**config.mk**
```make
export PLATFORM = sky130hd
export DESIGN_NAME = vga_console
export DESIGN_NICKNAME = d
export VERILOG_FILES = /design/src/rtl/vga_console.sv
export SDC_FILE = /design/constraint.sdc
export NUM_CORES = 1
export LEC_CHECK = 0
export ABC_AREA = 1
export ABC_CLOCK_PERIOD_IN_PS = 1700
export BUFFER_PORTS_ARGS = -buffer_cell sky130_fd_sc_hd__buf_2
export CORE_UTILIZATION = 38
export CTS_CLUSTER_SIZE = 8
export DETAILED_ROUTE_END_ITERATION = 8
export PLACE_DENSITY = 0.67
export SLEW_MARGIN = 20
export SYNTH_ARGS = -nofsm -noshare
export SYNTH_HDL_FRONTEND = slang
export SYNTH_SLANG_ARGS = --single-unit
export TNS_END_PERCENT = 1
```
**constraint.sdc**
```tcl
create_clock -name clk -period 1.7 [get_ports clk]
set_input_delay 0 -clock clk [delete_from_list [all_inputs] [get_ports clk]]
set_output_delay 0 -clock clk [all_outputs]
set_load 0.005 [all_outputs]
```
**src/rtl/vga_console.sv**
```systemverilog
// vga_console: byte-stream text terminal front end for the VGA character pipeline.
// Keeps a cursor, interprets CR/LF/BS/FF (and TAB when enabled), wraps lines and
// erases the whole screen or a single row by sweeping space writes, one per cycle.
//
// Optional feature: define VGA_CONSOLE_TAB_EN to make 0x09 advance to the next tab stop.
//
// Ports:
//   clk, reset        single clock, asynchronous active-high reset
//   in_valid/in_data  byte offered; accepted when in_valid & in_ready
//   in_ready          high only in the idle state
//   vga_char_wr       registered one-cycle cell write strobe
//   vga_char_in/x/y   registered character code and target cell
//   cursor_x/y        current cursor position
//   busy              clear sweep in progress
module vga_console #(
   parameter int unsigned COLS      = 80,
   parameter int unsigned ROWS      = 30,
   parameter int unsigned TAB_WIDTH = 8
) (
   input  logic       clk,
   input  logic       reset,
   input  logic       in_valid,
   input  logic [7:0] in_data,
   output logic       in_ready,
   output logic       vga_char_wr,
   output logic [7:0] vga_char_in,
   output logic [6:0] vga_char_x,
   output logic [4:0] vga_char_y,
   output logic [6:0] cursor_x,
   output logic [4:0] cursor_y,
   output logic       busy
);

   typedef enum logic [1:0] {StIdle, StClrAll, StClrRow} state_e;

   localparam logic [6:0] LastX = 7'(COLS - 1);
   localparam logic [4:0] LastY = 5'(ROWS - 1);

   state_e     state_q, state_d;
   logic [6:0] sx_q, sx_d;   // sweep column
   logic [4:0] sy_q, sy_d;   // sweep row (full-screen sweep only)
   logic [6:0] cx_q, cx_d;
   logic [4:0] cy_q, cy_d;
   logic       wr_q, wr_d;
   logic [7:0] ch_q, ch_d;
   logic [6:0] wx_q, wx_d;
   logic [4:0] wy_q, wy_d;
   logic [4:0] next_row;

`ifdef VGA_CONSOLE_TAB_EN
   logic [7:0] tab_next;
   // Next multiple of TAB_WIDTH strictly above x; 8 bits so overflow past COLS is visible.
   assign tab_next = ({1'b0, cx_q} | 8'(TAB_WIDTH - 1)) + 8'd1;
`endif

   assign next_row = (cy_q == LastY) ? 5'd0 : cy_q + 5'd1;

   always_comb begin
      state_d = state_q;
      sx_d    = sx_q;
      sy_d    = sy_q;
      cx_d    = cx_q;
      cy_d    = cy_q;
      wr_d    = 1'b0;
      ch_d    = ch_q;
      wx_d    = wx_q;
      wy_d    = wy_q;
      unique case (state_q)
         StIdle: begin
            if (in_valid) begin
               if (in_data >= 8'h20) begin
                  wr_d = 1'b1;
                  ch_d = in_data;
                  wx_d = cx_q;
                  wy_d = cy_q;
                  if (cx_q < LastX) begin
                     cx_d = cx_q + 7'd1;
                  end else begin
                     cx_d    = 7'd0;
                     cy_d    = next_row;
                     sx_d    = 7'd0;
                     state_d = StClrRow;
                  end
               end else begin
                  case (in_data)
                     8'h0A: begin
                        cx_d    = 7'd0;
                        cy_d    = next_row;
                        sx_d    = 7'd0;
                        state_d = StClrRow;
                     end
                     8'h0D: cx_d = 7'd0;
                     8'h08: begin
                        // No reverse wrap at column 0.
                        if (cx_q != 7'd0) begin
                           cx_d = cx_q - 7'd1;
                           wr_d = 1'b1;
                           ch_d = 8'h20;
                           wx_d = cx_q - 7'd1;
                           wy_d = cy_q;
                        end
                     end
                     8'h0C: begin
                        sx_d    = 7'd0;
                        sy_d    = 5'd0;
                        state_d = StClrAll;
                     end
`ifdef VGA_CONSOLE_TAB_EN
                     8'h09: begin
                        if (tab_next >= 8'(COLS)) begin
                           cx_d    = 7'd0;
                           cy_d    = next_row;
                           sx_d    = 7'd0;
                           state_d = StClrRow;
                        end else begin
                           cx_d = tab_next[6:0];
                        end
                     end
`endif
                     default: ;
                  endcase
               end
            end
         end
         StClrAll: begin
            wr_d = 1'b1;
            ch_d = 8'h20;
            wx_d = sx_q;
            wy_d = sy_q;
            if (sx_q == LastX) begin
               sx_d = 7'd0;
               if (sy_q == LastY) begin
                  sy_d    = 5'd0;
                  cx_d    = 7'd0;
                  cy_d    = 5'd0;
                  state_d = StIdle;
               end else begin
                  sy_d = sy_q + 5'd1;
               end
            end else begin
               sx_d = sx_q + 7'd1;
            end
         end
         StClrRow: begin
            wr_d = 1'b1;
            ch_d = 8'h20;
            wx_d = sx_q;
            wy_d = cy_q;
            if (sx_q == LastX) begin
               sx_d    = 7'd0;
               state_d = StIdle;
            end else begin
               sx_d = sx_q + 7'd1;
            end
         end
         default: state_d = StClrAll;
      endcase
   end

   always_ff @(posedge clk or posedge reset) begin
      if (reset) begin
         state_q <= StClrAll;
         sx_q    <= 7'd0;
         sy_q    <= 5'd0;
         cx_q    <= 7'd0;
         cy_q    <= 5'd0;
         wr_q    <= 1'b0;
         ch_q    <= 8'h00;
         wx_q    <= 7'd0;
         wy_q    <= 5'd0;
      end else begin
         state_q <= state_d;
         sx_q    <= sx_d;
         sy_q    <= sy_d;
         cx_q    <= cx_d;
         cy_q    <= cy_d;
         wr_q    <= wr_d;
         ch_q    <= ch_d;
         wx_q    <= wx_d;
         wy_q    <= wy_d;
      end
   end

   // in_ready is decoded from state so it rises alongside the final sweep write.
   assign in_ready    = (state_q == StIdle);
   assign busy        = (state_q != StIdle);
   assign vga_char_wr = wr_q;
   assign vga_char_in = ch_q;
   assign vga_char_x  = wx_q;
   assign vga_char_y  = wy_q;
   assign cursor_x    = cx_q;
   assign cursor_y    = cy_q;

endmodule

```
== After elaboration in Yosys (flattened, before gate mapping) ==
Index checks and enable logic that the tools add are counted.

* Add/sub/neg operators: 5
* Order comparisons: 2
* Eq/ne operators: 23
* Multiplexer cells: 55
* Reductions and logical operators: 16

{| class="wikitable"
|+ Operators with widths
! operator !! number
|-
| 2-to-1 mux 7 bit || 14
|-
| 2-to-1 mux 5 bit || 16
|-
| one-hot mux 7 bit (2 select lines) || 4
|-
| == test 8 x 4 -> 1 bit (second input constant) || 4
|-
| 2-to-1 mux 8 bit || 4
|-
| one-hot mux 5 bit (2 select lines) || 2
|-
| AND reduction 6 bit || 3
|-
| one-hot mux 8 bit (2 select lines) || 1
|-
| one-hot mux 5 bit (3 select lines) || 1
|-
| adder 7 x 1 -> 7 bit (second input constant) || 2
|-
| 2-to-1 mux 2 bit || 6
|-
| AND reduction 4 bit || 3
|-
| adder 5 x 1 -> 5 bit (second input constant) || 2
|-
| == test 5 bit (second input constant) || 2
|-
| != test 2 bit (second input constant) || 5
|-
| != test 3 x 1 -> 1 bit (second input constant) || 3
|-
| >= comparator 8 x 6 -> 1 bit (second input constant) || 1
|-
| == test 7 bit (second input constant) || 1
|-
| less-than comparator 7 bit (second input constant) || 1
|-
| nonzero test 7 bit || 1
|-
| subtractor 7 x 1 -> 7 bit (second input constant) || 1
|-
| one-hot mux 2 bit (3 select lines) || 1
|-
| nonzero test 2 bit || 3
|-
| OR reduction 2 bit || 3
|-
| 14 further kinds || 17
|}

* Register bits after elaboration: 47
* Output and inout port bits: 35

== Logic depth before layout (Yosys ltp) ==
* Word-level depth: 6
* Gate-level depth with buffers: 11

== Least setup slack after synthesis ==
No wires, ideal clock.

* Path type: reg2reg
* From: register state_q[0]
* To: register wx_q[3] (netlist: vga_char_x[3])
* Setup time: 0.123 ns
* Data arrival time: 1.716 ns
* Data required time: 1.577 ns
* Path slack: -0.139 ns
* Stages on the path, launching flop included: 9
* Path buffers: 2
* Period minus slack after synthesis: 1.839 ns
* Cell sequence: dfstp_2 -> inv_1 -> ha_1 -> clkbuf_1 -> inv_1 -> clkbuf_1 -> o22ai_1 -> o21ai_0 -> nand2_1

* Word-level cells in the longest chain between the ends: 4
* Elaborated cells between the ends (all ways): 10

{| class="wikitable"
|+ Ends and longest elaborated chain
! item !! RTL line !! source
|-
| start: declaration || 39 || <nowiki>state_e state_q, state_d;</nowiki>
|-
| start signal: assignment || 162 || <nowiki>state_q <= StClrAll;</nowiki>
|-
| start signal: assignment || 172 || <nowiki>state_q <= state_d;</nowiki>
|-
| == test 2 bit / == test 2 x 1 -> 1 bit (equally long branches) || 68 || <nowiki>unique case (state_q)</nowiki>
|-
| OR reduction 2 bit (no line) || n/a ||
|-
| nonzero test 2 bit (no line) || n/a ||
|-
| AND reduction 4 bit (no line) || n/a ||
|-
| end signal: assignment || 179 || <nowiki>wx_q <= wx_d;</nowiki>
|-
| end: declaration || 46 || <nowiki>logic [6:0] wx_q, wx_d;</nowiki>
|}

Parallel ways exist; a longest one is shown, timed or not.
A chain may end at the register's enable or synchronous reset.

== Final worst setup path ==
* From: register state_q[0]
* To: register cy_q[3] (netlist: cursor_y[3])

* Word-level cells in the longest chain between the ends: 3
* Elaborated cells between the ends (all ways): 10

{| class="wikitable"
|+ Ends and longest elaborated chain
! item !! RTL line !! source
|-
| == test 2 x 1 -> 1 bit / zero test 2 bit (equally long branches) || 68 ||
|-
| != test 2 bit (no line), or another cell as far along || n/a ||
|-
| AND reduction 6 bit (no line) || n/a ||
|-
| end signal: assignment || 176 || <nowiki>cy_q <= cy_d;</nowiki>
|-
| end: declaration || 43 || <nowiki>logic [4:0] cy_q, cy_d;</nowiki>
|}

Parallel ways exist; a longest one is shown, timed or not.

==> impl_metrics.env <==
export IMPL_seqPwrFrac_pct=25.9
export IMPL_wl_um=8270
export IMPL_wl_per_cell_um=13.2
export IMPL_crit_path_max_fanout=8
export IMPL_grt_overflow=0
export IMPL_comb_power_share_pct=61.8
export IMPL_relSlewSlack_pct=75.6
export IMPL_drive_gt1_share_pct=28.7
export IMPL_start_util_pct=40.3
export IMPL_r2r_start="state_q[0]$_DFFE_PP1P_"
export IMPL_r2r_cells=11
export IMPL_p_leak_uw=0.00208
export IMPL_port_buffers=45
export IMPL_layout_min_cycle_time_ns=1.68
export IMPL_place_inst=602
export IMPL_final_common_cell="nand2_1"
export IMPL_fin_crit_sh_pct=99.0
export IMPL_peakVddDrop_uv=661
export IMPL_antenna_found_initial=0
export IMPL_critical_path_class="flop to flop"
export IMPL_finalSetupViolCount=0
export IMPL_r2r_setup_slack_ns=0.02
export IMPL_p_total_uw=7010
export IMPL_swShare_pct=46.1
export IMPL_p_per_area_nw_per_um2=1730
export IMPL_final_cells=625
export IMPL_holdCritPathClass="input pin to flop"
export IMPL_syn_avg_cell_area_um2=7.27
export IMPL_p_sw_uw=3230
export IMPL_firstDrtPassIters=5
export IMPL_gp_congestion=0.943
export IMPL_cts_buffers=5
export IMPL_fin_nets=545
export IMPL_holdPathEnd="vga_char_wr$_DFF_PP0_"
export IMPL_vias=3034
export IMPL_synthesis_area_um2=3180
export IMPL_cp_slowest_stage_delay_ns=0.57
export IMPL_synth_distinct_cells=37
export IMPL_coreArea_um2=7890
export IMPL_arrival_ns=1.88
export IMPL_clk_latency_ns=0.30
export IMPL_fin_skew_ns=0.0110
export IMPL_start_kind="flop"
export IMPL_fillCellCount=753
export IMPL_grt_pass1_vias=2818
export IMPL_cp_slowest_cell="dfstp_2"
export IMPL_path_cells="inv_2 -> ha_4 -> inv_6 -> buf_6 -> nor2_2 -> nand3_2 -> nand2_2 -> nor2_4 -> inv_2 -> nand2_1 -> nand2_1"
export IMPL_clock_sinks=47
export IMPL_ys_top_cells_by_area="dfrtp_1 (36%), nand2_1 (18%), nand3_1 (5.4%), ha_1 (4.7%), inv_1 (4.6%)"
export IMPL_grt_pass1_wl_um=13200
export IMPL_antenna_left=0
export IMPL_synth_top_cell_by_area="dfrtp_1"
export IMPL_h_tree_depth=2
export IMPL_rsz0062_at_grt="true"
export IMPL_path_clk_slew_ns=0.09
export IMPL_p_clk_share_pct=12.3
export IMPL_vias_per_cell=4.85
export IMPL_hold_path_depth=3
export IMPL_die_w_um=93.5
export IMPL_ioPinCount=46
export IMPL_grt_max_degree=19
export IMPL_finalHoldViolations=0
export IMPL_clock_path_buffers=2
export IMPL_ys_ff_latch=47
export IMPL_n_antenna_cell=0
export IMPL_critPathCaptureType="flop"
export IMPL_cap_violations=0
export IMPL_slew_viol_final=0
export IMPL_drc=0
export IMPL_fmax_mhz=594
export IMPL_rows=32
export IMPL_cp_num_buf_inv=4
export IMPL_cts_root_buffer="clkbuf_8"
export IMPL_drt_iter0_drc=123
export IMPL_area_growth_synth_to_final_pct=27.6
export IMPL_outcome="completed"
export IMPL_reg2reg_to="cursor_y[3]$_DFFE_PP0P_"
export IMPL_hp_start="in_valid"
export IMPL_synth_cells=437
export IMPL_tightest_slew_ns=0.365
export IMPL_synth_nets=460
export IMPL_layout_common_cells="nand2_1 (146), dfrtp_1 (46), buf_2 (45)"
export IMPL_ys_warn_count=0
export IMPL_track_usage_pct=19.3
export IMPL_fp_dieH_um=93.5
export IMPL_path_delay_family="flip-flops"
export IMPL_cts_tree="yes"
export IMPL_p_int_uw=3780
export IMPL_synth_top_cell_area_share_pct=36.2
export IMPL_dp_hpwl_um=6080
export IMPL_required_ns=1.89
export IMPL_dieArea_um2=8730
export IMPL_ys_seq_area_share_pct=37.0
==> synthesized netlist by cell type <==
cell	count
nand3_1	34
nand3_4	2
nand4_1	5
o22ai_1	4
or2_2	3
mux2i_1	2
buf_6	4
xnor2_1	2
buf_4	2
nor2_2	3
nand2_4	1
ha_1	12
nor3_1	6
o21ai_2	12
clkinv_1	1
xor2_1	7
o211ai_1	2
nor2_4	5
inv_2	4
nand2_2	4
dfstp_2	1
clkbuf_1	3
o21ai_0	22
a21o_1	1
nand3_2	2
nor2_1	35
dfrtp_1	46
o21ai_1	1
o21ai_4	1
o21a_1	1
clkinv_2	1
a21oi_1	10
nand2_1	152
inv_1	39
nor3b_1	3
nand4_2	1
buf_2	3
==> per-layer routing <==
metal  global-route usage (%)  vias up  wire length [µm]
li1                         -     1563                 -
met1                     25.5     1388              3930
met2                     32.2       70              3910
met3                     3.17       13               286
met4                     6.28        0               140
met5                        0        -                 0
==> per-stage QoR <==
| stage | TNS (ns) | instance area, µm² | worst slack (ns) | util (%) | hold WS (ns) |
|---|---|---|---|---|---|
| 2_1_floorplan | -0.0415 | 3200 | -0.00879 | - | 0.138 |
| 3_3_place_gp | -0.0187 | 3680 | -0.0187 | 46.7 | -0.00489 |
| 3_5_place_dp | -0.454 | 3680 | -0.0756 | 46.7 | -0.00409 |
| 4_1_cts | 0 | 3930 | 0.0000817 | 49.8 | 0.0684 |
| 5_1_grt | -1.72 | 4050 | -0.102 | 51.4 | 0.130 |
| 6_report | 0 | 4050 | 0.0169 | 51.4 | 0.126 |
==> final cells by class <==
cell class                 count  area, µm²  area share [%]
timing repair buffer          88        606            14.9
clock buffer                   6       82.6            2.04
sequential                    47       1180            29.0
inverter                      45        184            4.54
tap                          102        128            3.15
multi-input combinational    333       1830            45.1
timing repair inverter         2       12.5           0.309
clock inverter                 2       35.0           0.864
==> sequential cells by signal (all words and copies together) (netlist names) <==
name / flops
cursor_x: 7
cursor_y: 5
state_q: 2
sx_q: 7
sy_q: 5
vga_char_in: 8
vga_char_wr: 1
vga_char_x: 7
vga_char_y: 5
==> power groups by stage <==
| stage | Clock [µW] | Combinational, µW | Sequential [µW] |
|---|---|---|---|
| 2_1_floorplan | 0 | 2540 | 1840 |
| 3_3_place_gp | 0 | 3740 | 1820 |
| 3_5_place_dp | 0 | 3810 | 1830 |
| 4_1_cts | 889 | 3950 | 1810 |
| 5_1_grt | 937 | 4820 | 1860 |
| 6_report | 865 | 4330 | 1810 |
==> kinds of logic (layout without fill, tap and decap cells) <==
family / Yosys count / after routing / share of synthesized area, %
simple gates: 256 / 256 / 36.3
buf+inv: 57 / 143 / 8.07
compound gates: 54 / 54 / 10.7
flops: 47 / 47 / 37.0
fa+ha+maj: 12 / 12 / 4.72
xor+xnor: 9 / 9 / 2.48
mux: 2 / 2 / 0.630
==> worst min-delay path, stage by stage <==
cell     delay (ns)
buf_2          0.13
a21oi_1        0.18
nor3_1         0.08
==> repair_timing <==
item                       CTS  global route
pin swaps                    4            10
hold buffers                 9             0
gates cloned                 0             2
gates resized for setup     11            31
setup buffers                2             2
setup endpoints to repair   27            45
hold endpoints to repair    24             0
==> worst max path at each step <==
stage | end | depth (start not counted) | start | slack [ns]
2_1_floorplan | cursor_x[0]$_DFFE_PP0P_ | 10 | state_q[0]$_DFFE_PP1P_ | -0.009
3_3_place_gp | vga_char_x[0]$_DFFE_PP0P_ | 8 | state_q[0]$_DFFE_PP1P_ | -0.02
3_5_place_dp | vga_char_x[1]$_DFFE_PP0P_ | 8 | state_q[0]$_DFFE_PP1P_ | -0.08
4_1_cts | vga_char_x[6]$_DFFE_PP0P_ | 10 | state_q[0]$_DFFE_PP1P_ | 0.00008
5_1_grt | cursor_y[3]$_DFFE_PP0P_ | 11 | state_q[0]$_DFFE_PP1P_ | -0.10
6_report | cursor_y[3]$_DFFE_PP0P_ | 11 | state_q[0]$_DFFE_PP1P_ | 0.02
(Power assumes the default switching activity.)
